**src/rtl/hazard_forward_unit.sv**
```systemverilog
// rtl/hazard_forward_unit.sv - EX/MEM/WB hazard tracker: load-use stall, bubble and forwarding select generation
module hazard_forward_unit (
    input  logic        clk,
    input  logic        rst,
    input  logic [4:0]  id_rs1,
    input  logic [4:0]  id_rs2,
    input  logic [4:0]  id_rd,
    input  logic        id_valid,
    input  logic        id_reg_write,
    input  logic        id_mem_read,
    input  logic        flush,
    output logic [1:0]  forward_sel_a,
    output logic [1:0]  forward_sel_b,
    output logic        stall,
    output logic        bubble,
    output logic [31:0] stall_count
);

    typedef struct packed {
        logic       valid;
        logic [4:0] rd;
        logic       reg_write;
        logic       mem_read;
    } slot_t;

    localparam logic [1:0] SEL_RF  = 2'b00;
    localparam logic [1:0] SEL_MEM = 2'b01;
    localparam logic [1:0] SEL_WB  = 2'b10;

    slot_t       ex_q, ex_d;
    slot_t       mem_q, mem_d;
    slot_t       wb_q, wb_d;
    logic [4:0]  ex_rs1_q, ex_rs1_d;
    logic [4:0]  ex_rs2_q, ex_rs2_d;
    logic [31:0] stall_count_q, stall_count_d;
    logic        load_use;
    logic        mem_fwd_ok;
    logic        wb_fwd_ok;
    logic        wb_mem_read_unused;

    // WB only needs rd/reg_write for forwarding; its load flag is carried for completeness.
    assign wb_mem_read_unused = wb_q.mem_read;

    always_comb begin
        load_use = ex_q.valid && ex_q.mem_read && (ex_q.rd != 5'd0) && id_valid &&
                   ((ex_q.rd == id_rs1) || (ex_q.rd == id_rs2));
        stall  = load_use && !flush;
        bubble = stall || flush;
    end

    // Forwarding is gated by EX.valid so an empty EX slot never selects a bypass.
    always_comb begin
        mem_fwd_ok    = ex_q.valid && mem_q.valid && mem_q.reg_write && (mem_q.rd != 5'd0);
        wb_fwd_ok     = ex_q.valid && wb_q.valid && wb_q.reg_write && (wb_q.rd != 5'd0);
        forward_sel_a = SEL_RF;
        forward_sel_b = SEL_RF;
        if (mem_fwd_ok && (mem_q.rd == ex_rs1_q)) begin
            forward_sel_a = SEL_MEM;
        end else if (wb_fwd_ok && (wb_q.rd == ex_rs1_q)) begin
            forward_sel_a = SEL_WB;
        end
        if (mem_fwd_ok && (mem_q.rd == ex_rs2_q)) begin
            forward_sel_b = SEL_MEM;
        end else if (wb_fwd_ok && (wb_q.rd == ex_rs2_q)) begin
            forward_sel_b = SEL_WB;
        end
    end

    always_comb begin
        ex_d     = '0;
        ex_rs1_d = 5'd0;
        ex_rs2_d = 5'd0;
        if (!bubble && id_valid) begin
            ex_d.valid     = 1'b1;
            ex_d.rd        = id_rd;
            ex_d.reg_write = id_reg_write;
            ex_d.mem_read  = id_mem_read;
            ex_rs1_d       = id_rs1;
            ex_rs2_d       = id_rs2;
        end
        mem_d = ex_q;
        wb_d  = mem_q;
        stall_count_d = stall_count_q;
        if (stall && (stall_count_q != 32'hFFFF_FFFF)) begin
            stall_count_d = stall_count_q + 32'd1;
        end
    end

    always_ff @(posedge clk) begin
        if (rst) begin
            ex_q          <= '0;
            mem_q         <= '0;
            wb_q          <= '0;
            ex_rs1_q      <= 5'd0;
            ex_rs2_q      <= 5'd0;
            stall_count_q <= 32'd0;
        end else begin
            ex_q          <= ex_d;
            mem_q         <= mem_d;
            wb_q          <= wb_d;
            ex_rs1_q      <= ex_rs1_d;
            ex_rs2_q      <= ex_rs2_d;
            stall_count_q <= stall_count_d;
        end
    end

    assign stall_count = stall_count_q;

endmodule

```
**config.mk**
```make
export PLATFORM = sky130hd
export DESIGN_NAME = hazard_forward_unit
export DESIGN_NICKNAME = d
export VERILOG_FILES = /design/src/rtl/hazard_forward_unit.sv
export SDC_FILE = /design/constraint.sdc
export NUM_CORES = 1
export LEC_CHECK = 0
export BUFFER_PORTS_ARGS = -buffer_cell sky130_fd_sc_hd__buf_2
export CORE_MARGIN = 4
export CORE_UTILIZATION = 40
export CTS_CLUSTER_DIAMETER = 60
export CTS_CLUSTER_SIZE = 10
export DETAILED_ROUTE_END_ITERATION = 10
export PLACE_DENSITY_LB_ADDON = 0.2
export SYNTH_ARGS = -nofsm -noshare
export SYNTH_HDL_FRONTEND = slang
export SYNTH_SLANG_ARGS = --single-unit
```
**constraint.sdc**
```tcl
create_clock -name clk -period 4.3 [get_ports clk]
set_input_delay 0.43 -clock clk [delete_from_list [all_inputs] [get_ports clk]]
set_output_delay 0.43 -clock clk [all_outputs]
set_load 0.01 [all_outputs]
```
# [Word level (Yosys, flattened, before mapping)]
# Index checks and enable logic that the tools add are counted.
[word_totals] register_bits=64 input_bits=21 out_inout_bits=38 wordCells=52
[op_classes] add_sub_neg=1 eq_ne=7 n_mux=5 bitwise_logic=1 reduce_logical=25
[ops] operator="adder 32 x 1 -> 32 bit, second input constant" n=1
[ops] operator="inequality test 32 bit, second input constant" n=1
[ops] operator="== test 5 bit" n=6
[ops] operator="logical AND 1 bit" n=17
[ops] operator="nonzero test 5 bit" n=3
[ops] operator="two-way mux 2 bit" n=4
[ops] operator="two-way mux 8 bit" n=1
[ops] operator="logical NOT 1 bit" n=2
[ops] operator="logical OR 1 bit" n=2
[ops] operator="OR reduction 2 bit" n=1
[ops] operator="inverter 1 bit" n=1

# [Depth between registers and ports, before layout]
[depth] word_depth=10 depth_mapped=9 depth_no_buf=7

# [Worst setup path after synthesis]
# No wires, ideal clock.
[synth_path] kind="reg-to-reg" from="reg stall_count_q[0], in the netlist stall_count[0]" to="reg stall_count_q[1], in the netlist stall_count[1]" setup_ps=125 arrival_ps=1977 t_required_ps=4175 slack_ps=2199 path_stages_with_launch=10 n_path_buf=2 period_less_slack_ps=2101 cell_sequence="dfxtp_1 ha_1 nand4_1 nor3_1 nand4_1 nand3_2 buf_4 buf_6 mux2i_1 nor2_1"
[synth_via] elab_chain_cells=2 word_cells_on_any_way=3 classes_between="1 x add/sub; 1 x eq/ne; 1 x reduce/logical"
[synth_lines] item="start, declared" line="35" text="logic [31:0] stall_count_q, stall_count_d;"
[synth_lines] item="start signal, assigned" line="103" text="stall_count_q <= stall_count_d;"
[synth_lines] item="branches (longest 2 deep; another with adder 32 x 1 -> 32 bit)"
# Several ways; the timed one is not identified.
# A chain may end at the register's enable or synchronous reset.

# [Worst setup path after layout]
[layout_path] from="reg stall_count_q[0], in the netlist stall_count[0]" to="reg stall_count_q[27], in the netlist stall_count[27]"
# The elaborated chain is that of the path after synthesis.

==> results.md <==
* Arr. time, crit path at 2.88 ns
* Via count at 2,509
* Clock Power Share at 0.446
* Compound-gate portion of the synthesized area at 0.08965
* Pre-Repair DR Iteration Count at 4
* Worst path slowest cell: nor3_1
* Remaining DRCs at 0
* Most common cell in the synthesized netlist: dfxtp_1
* Leading area contributor after synthesis: dfxtp_1
* First-pass GRT wire length at 11,290 um
* Root buf cell: clkbuf_8
* Post-synthesis simple-gate area fraction at 0.3136
* CTS tree: built
* Global Route Usage Sum at 0.1622
* Sw Ratio at 0.2401
* Final period util at 0.6159
* Worst EP required at 4.53 ns
* Switch Pwr at 0.2829 mW
* Crit path kind: register to register
* Sequential share of power at 0.514
* Row Count at 31
* Netlist Area Pre-Place at 2973 um2
* Largest net degree at the start of global routing at 54
* Antenna cells at 0
* Ratio of cells with drive above 1 in the final layout at 0.2208
* Top-area cell type share of the netlist area at 0.4310
* Final Max Tran Viols at 0
* Final wirelength at 6824 um
* #FFs+latches synth at 64
* Post_cts resized at 0
* Initial core utilization at 0.4099
* Synth top area cells: dfxtp_1 (43%), xor2_1 (5.6%), xnor2_1 (5.3%)
* Async SR Flop Fraction at 0
* I/O pin total at 59
* Clock buffer depth at 2
* Adder-cell share of the synthesized area at 0.004209
* Number of global-route vias before repair at 2,376
* Setup TNS at 0 ns
* Post-synth top flop: dfxtp_1
* Nets at 411
* Port buffer count at 58
* WL/cell at 13.84 um
* Status: finished clean
* Peak VDD IR at 146.6 uV
* Synth warnings at 0
* CP max stage delay at 0.60 ns
* Num CTS Buffers at 9
* Slew @ Worst Pin at 1.008 ns
* Setup Fix Bufs, Post-CTS at 0
* Largest family of logic cells by synthesized area: simple AND/OR/NAND/NOR gates
* Register area share after synthesis at 0.4310
* Grt total ovfl at 0
* Number of fill cells at 725
* XOR/XNOR Fraction of Synth Area at 0.1090
* Final setup violation count at 0
* Crit path time final at 2.648 ns
* Die height at 94.21 um
* Remaining antenna violation count at 0
* PwrDens at 333.6 nW/um2
* Worst-path clk slew at 0.08 ns
* Maxcap violations at 0
* Slew HR at 0.3279
* Post-DP HPWL at 4906 um
* Netlist cell types at 43
* Synth cell count leaders: dfxtp_1 (64), nor2_1 (25), nor2b_1 (19), xor2_1 (19)
* Leak pwr at 1.429 nW
* Crit path launch type: register
* DIE AREA at 8876 um2
* Clock sink total at 64
* Antenna violations before repair at 0
* Hold Fails Final Rpt at 0
* CP cell instances: ha_1, nand4_1, nor3_1, nand4_1, nand3_2, nor3_1, mux2_2
* Clk_lat worst skew at 0.34 ns
* Iteration-0 DRC Markers at 87
* Fin cells at 493
* Die X-Extent at 94.21 um
* Area grow syn2layout at 18.77%
* Crit Path Max Fanout at 36
* Cell count after synthesis at 330
* Syn nets at 352
* Vias per inst at 5.089
* H-tree levels at 3
* Hold-fix buffers, CTS at 0
* Pint at 0.8951 mW
* F_max at 377.6 MHz
* Mux share of post-synthesis cell area at 0.02231
* CORE AREA at 7253 um2
* Placer congestion estimate at 0.8816
* Number of enable flip-flop cells after synthesis at 0
* Combinational Power Share at 0.040
* Critical path endpoint category: register
* HP Class: input pin to register
* Setup Skew at 0.005777 ns
* Syn Area/Cell at 9.009 um2
* RSZ-0062 raised after global routing: false
* Post-Place Cells at 477
layer usage:
| layer | up-vias | track usage | share of wire |
|---|---|---|---|
| met1 | 1156 | 0.2318 | 0.51 |
| li1 | 1287 | - | - |
| met4 | 0 | 0.06859 | 0.016 |
| met3 | 8 | 0.03686 | 0.049 |
| met5 | - | 0 | 0 |
| met2 | 58 | 0.2323 | 0.42 |
power groups by stage:
stage,logic [mW],registers [mW],clock network (mW)
global placement,0.0470,0.620,0
CTS,0.0478,0.606,0.542
floorplan,0.0312,0.617,0
global route,0.0529,0.606,0.567
detailed placement,0.0477,0.620,0
finish,0.0472,0.606,0.525
worst max-delay path: cells and delay by family (launching register included):
kind / cells / cell delay (ns)
fa+ha+maj: 1 / 0.23
flops: 1 / 0.41
mux: 1 / 0.29
simple gates: 5 / 1.61
layout make-up:
type	instances	area [um2]	share of cell area
sequential	64	1281	0.3629
timing repair buffer	58	290.3	0.08221
tap	99	123.9	0.03508
inverter	8	30.03	0.008505
clock buffer	9	123.9	0.03508
multi-input combinational	248	1602	0.4536
clock inverter	7	80.08	0.02268
path summary, 6_finish.rpt:
path	startpoint	slack (ns)	depth (start not counted)	end
setup / recovery	stall_count[0]	1.65	7	stall_count[27]
hold / removal	id_rd[2]	0.29	2	ex_q[4]
setup reg to reg	stall_count[0]	1.65	7	stall_count[27]
hold reg to reg	ex_q[1]	0.45	1	mem_q[1]
flip-flops by register name, indices dropped and copies added (netlist names):
name,count
ex_q,8
stall_count,32
ex_rs1_q,5
ex_rs2_q,5
mem_q,7
wb_q,7
through the flow:
stage	area (um2)	utilization	hold WS (ns)	setup slack [ns]	power, mW
final	3531	0.4868	0.2902	1.652	1.178
after floorplan	2973	-	0.4138	2.199	0.6485
after global routing	3531	0.4868	0.2862	1.430	1.226
after detailed placement	3327	0.4587	0.4351	1.666	0.6673
after CTS	3531	0.4868	0.2718	1.648	1.195
after global placement	3327	0.4587	0.4226	1.769	0.6666
cell usage in the layout, fill, tap and decap left out, types with 12 or more instances in the layout:
cell type,instances
buf_2,58
and2_1,18
xor2_1,19
nand4_1,12
o21ai_0,14
dfxtp_1,64
xnor2_1,18
or3_1,15
nand3_1,17
nand2_1,17
nor2b_1,19
nor2_1,25
a21oi_1,17
cells by family (layout without fill, tap and decap cells):
logic type | Yosys count | after routing
xor+xnor | 37 | 37
mux | 6 | 6
flops | 64 | 64
fa+ha+maj | 1 | 1
simple gates | 161 | 161
buf+inv | 18 | 82
compound gates | 43 | 43
Note: power is estimated with default switching activity, not from simulation.
